`config.mk`:
```
export PLATFORM = sky130hd
export DESIGN_NAME = pipe1_rr_sched
export DESIGN_NICKNAME = d
export VERILOG_FILES = /design/src/rtl/pipe1_rr_sched.sv
export SDC_FILE = /design/constraint.sdc
export NUM_CORES = 1
export LEC_CHECK = 0
export ABC_AREA = 1
export CORE_MARGIN = 2
export CORE_UTILIZATION = 25
export DETAILED_ROUTE_END_ITERATION = 12
export PLACE_DENSITY_LB_ADDON = 0.2
export SYNTH_ARGS = -nofsm -noshare
export SYNTH_HDL_FRONTEND = slang
export SYNTH_SLANG_ARGS = --single-unit
```
`constraint.sdc`:
```
create_clock -name clk -period 1.94 [get_ports clk]
set_input_delay 0.485 -clock clk [delete_from_list [all_inputs] [get_ports clk]]
set_output_delay 0.485 -clock clk [all_outputs]
set_load 0.01 [all_outputs]
```
`src/rtl/pipe1_rr_sched.sv`:
```
// Round-robin front end sharing one free-running 3-stage pipeline between two
// requesters; a valid/tag shadow pipeline routes each result back to its owner.
module pipe1_rr_sched #(
  parameter int N       = 10,
  parameter int LAT     = 3,
  parameter int MAX_OUT = 2,
  localparam int CW     = $clog2(MAX_OUT + 1)
) (
  input  logic          clk,
  input  logic          rst,
  input  logic          req0_valid,
  output logic          req0_ready,
  input  logic [N-1:0]  req0_a,
  input  logic [N-1:0]  req0_b,
  input  logic [N-1:0]  req0_c,
  input  logic [N-1:0]  req0_d,
  input  logic          req1_valid,
  output logic          req1_ready,
  input  logic [N-1:0]  req1_a,
  input  logic [N-1:0]  req1_b,
  input  logic [N-1:0]  req1_c,
  input  logic [N-1:0]  req1_d,
  output logic [N-1:0]  pipe_a,
  output logic [N-1:0]  pipe_b,
  output logic [N-1:0]  pipe_c,
  output logic [N-1:0]  pipe_d,
  input  logic [N-1:0]  pipe_f,
  output logic          res_valid,
  output logic          res_id,
  output logic [N-1:0]  res_f,
  output logic [CW-1:0] out0_cnt,
  output logic [CW-1:0] out1_cnt,
  output logic          busy
);

  typedef enum logic {PREF0 = 1'b0, PREF1 = 1'b1} ptr_t;

  ptr_t         ptr;
  logic [LAT:1] sv;
  logic [LAT:1] sid;
  logic         elig0;
  logic         elig1;
  logic         gnt_any;
  logic         gnt_id;
  logic         issue;
  logic         retire0;
  logic         retire1;

  // Counts are registered, so a retirement this cycle cannot free a slot until the next one.
  assign elig0 = req0_valid && (out0_cnt < CW'(MAX_OUT));
  assign elig1 = req1_valid && (out1_cnt < CW'(MAX_OUT));

  always_comb begin
    gnt_any = 1'b0;
    gnt_id  = 1'b0;
    if (elig0 && elig1) begin
      gnt_any = 1'b1;
      gnt_id  = (ptr == PREF1);
    end else if (elig0) begin
      gnt_any = 1'b1;
    end else if (elig1) begin
      gnt_any = 1'b1;
      gnt_id  = 1'b1;
    end
  end

  assign req0_ready = gnt_any && !gnt_id && !rst;
  assign req1_ready = gnt_any &&  gnt_id && !rst;
  assign issue      = req0_ready || req1_ready;

  assign pipe_a = gnt_id ? req1_a : req0_a;
  assign pipe_b = gnt_id ? req1_b : req0_b;
  assign pipe_c = gnt_id ? req1_c : req0_c;
  assign pipe_d = gnt_id ? req1_d : req0_d;

  assign res_valid = sv[LAT];
  assign res_id    = sid[LAT];
  assign res_f     = pipe_f;
  assign busy      = |sv;
  assign retire0   = sv[LAT] && !sid[LAT];
  assign retire1   = sv[LAT] &&  sid[LAT];

  function automatic logic [CW-1:0] next_cnt(input logic [CW-1:0] cnt,
                                             input logic inc, input logic dec);
    case ({inc, dec})
      2'b10:   return cnt + CW'(1);
      2'b01:   return cnt - CW'(1);
      default: return cnt;
    endcase
  endfunction

  // The shadow shifts every cycle because the pipeline it mirrors never stalls.
  always_ff @(posedge clk) begin
    if (rst) begin
      sv       <= '0;
      sid      <= '0;
      ptr      <= PREF0;
      out0_cnt <= '0;
      out1_cnt <= '0;
    end else begin
      sv[1]  <= issue;
      sid[1] <= gnt_id;
      for (int k = 2; k <= LAT; k++) begin
        sv[k]  <= sv[k-1];
        sid[k] <= sid[k-1];
      end
      if (issue) begin
        ptr <= gnt_id ? PREF0 : PREF1;
      end
      out0_cnt <= next_cnt(out0_cnt, req0_ready, retire0);
      out1_cnt <= next_cnt(out1_cnt, req1_ready, retire1);
    end
  end

endmodule

```
==> results.yml <==
finish:
  final_common_cell: "nand2_1"
  multiInputGateArea_sq_um: 834.6
  seq_area_sq_um: 224.0
  most-common-layout-cells: "nand2_1, clkdlybuf4s50_1, nand2_2"
  nFillCells: 397
  fin_nets: 453
  diodes: 0
  final_cell_area_sq_mm: 0.002795
  drive_gt1_share_pct: 36.24
  syn2layout_area_growth_pct: 149.1
placement:
  place.gp.congestion: 0.7657
  preCtsSetupSlack_ns: -0.6911
  io_buffers: 132
  place_area_sq_mm: 0.002489
  dpl.hpwl_mm: 3.651
clocking:
  cts_tree: "built"
  path_clk_slew_ns: 0.05
  htreeDepth: 1
  cts_buffers: 3
  worstSkewPairLatency_ns: 0.24
  clock_sinks: 11
  root_buffer: "clkbuf_8"
  clock_path_buffers: 2
  ctsHoldBuffers: 0
hold_path:
  hold_class: "reg -> reg"
  worstHoldStart: "sid[1]"
pwr:
  leakage_nw: 1.481
  ir_drop_mv: 0.5861
  cellPowerDensity_mw_per_mm2: 445.7
timing:
  setup_viol_count_final: 2
  rsz0062_at_grt: "true"
  fin_worst_skew_ns: 0.001497
  fin_crit_ns: 1.947
  setup_slack_ns: -0.007356
  drv_slew: 0
  hold_violations: 0
  fin_crit_sh_pct: 100.4
  fmax_mhz: 513.5
  whs_ns: 0.4022
  tightest_slew_ns: 0.1705
  maxSlewHeadroom_pct: 88.62
floorplan:
  ios: 153
  die_area_sq_mm: 0.005041
  rows: 24
  initial_core_util_pct: 25.78
  coreArea_sq_mm: 0.004354
  die_h_um: 71
  dieWidth_um: 71
run_status:
  status: "finished with violations"
  violations: "negative setup slack"
setup_path:
  path_class: "in -> out"
  crit_fanout: 7
  critPathCaptureType: "output port"
  worstPathArrival_ns: 1.46
  crit_path_start_kind: "input pin"
  rr_startpoint: "out1_cnt[1]"
  worstSetupStartpoint: "req0_valid"
  cp.required_ns: 1.45
yosys:
  syn_inst: 211
  yosysUniqueCellTypes: 15
  syn_nets: 307
  synth.yosys.seq_area_share_pct: 19.62
  synthDominantCellAreaShare_pct: 43.14
  yosysTopAreaCell: "nand2_1"
  synth.area.top_cells: "nand2_1, dfxtp_1, buf_4"
  syn_area_sq_mm: 0.001122
  avgSynthCellArea_sq_um: 5.319
  yosys_warnings: 0
  synth-seq-cells: 11
routing:
  drc: 0
  ant_nets: 0
  avgRoutedWirePerCell_um: 13.51
  first_iter_violations: 58
  routed_wl_mm: 5.511
  dr_total_vias: 1753
  dr.pass1.iters: 4
  vias_per_cell: 4.297
global_routing:
  grt_overflow: 0
  grt_pass1_wl_mm: 8.369
  first_global_vias: 1676
  antenna_found_initial: 0
  track_usage_pct: 20.81
  grt_max_degree: 13
flow_run:
  maxCapViolCount: 0
==> registers in the layout, summed over array words and instances (netlist names) <==
register / count
out1_cnt: 2
sid: 3
sv: 3
ptr: 1
out0_cnt: 2
==> critical path, cell delays in order <==
cell	delay (ns)
buf_6	0.09
inv_4	0.04
nor2_4	0.12
a21oi_4	0.08
buf_8	0.14
buf_12	0.13
buf_12	0.14
nand2_2	0.06
nand2_1	0.05
buf_2	0.13
==> routing by layer <==
metal  vias up  global-route usage (%)  routed length, um  share of wire, %
met1       746                   23.35               2054                37
met4         0                   5.451                154               2.8
met3        14                   4.701                422               7.7
li1        903                       -                  -                 -
met2        90                   39.25               2880                52
met5         -                       0                  0                 0
==> path summary, 6_finish.rpt <==
path / to / slack (ns) / cells past startpoint
setup / recovery: pipe_a[9] / -0.007 / 10
hold / removal: sid[2] / 0.40 / 2
setup reg to reg: out1_cnt[1] / 0.23 / 13
hold reg to reg: sid[2] / 0.40 / 2
==> final cells by class <==
type                    instances  share of cell area, %
well taps                      52                  2.328
flip-flops and latches         11                  8.013
clock buffers                   3                  1.477
multi-input cells             162                  29.86
repair buffers                159                  55.37
clock inverters                 1                 0.1791
inverters                      20                  2.775
==> Yosys cell counts, drive strengths merged <==
cell and n:
a21oi 4, buf 18, dfxtp 11, ha 2, inv 20, nand2 136, nand3 2, nand4 2
nor2 14, o21ai 2
==> logic make-up after synthesis <==
family | count (synthesis) | share of synthesized area, %
compound gates | 6 | 3.679
fa+ha+maj | 2 | 2.229
buf+inv | 38 | 20.07
flops | 11 | 19.62
simple gates | 154 | 54.40
==> repair_timing <==
item / CTS / global route
gates resized for setup: 172 / 74
gates cloned: 4 / 2
setup endpoints to repair: 44 / 42
pin swaps: 4 / 6
setup buffers: 7 / 4
==> through the flow <==
stage | cells | power (W) | util (%) | TNS [ns]
detailed placement | 391 | 0.0009195 | 57.16 | -29.00
floorplan | 211 | 0.0005237 | - | 0
global route | 408 | 0.001336 | 64.20 | -0.8270
global placement | 391 | 0.0009153 | 57.16 | -27.94
CTS | 406 | 0.001211 | 62.36 | -1.151
finish | 408 | 0.001246 | 64.20 | -0.01038
==> where the power goes <==
group          total (W)  leakage (nW)  internal (W)  switching [W]
Clock           0.000228        0.0255      0.000141      0.0000870
Sequential      0.000253        0.0916      0.000242      0.0000109
Combinational   0.000764          1.36      0.000442       0.000322
No activity file was read; power rests on OpenSTA's default activity.
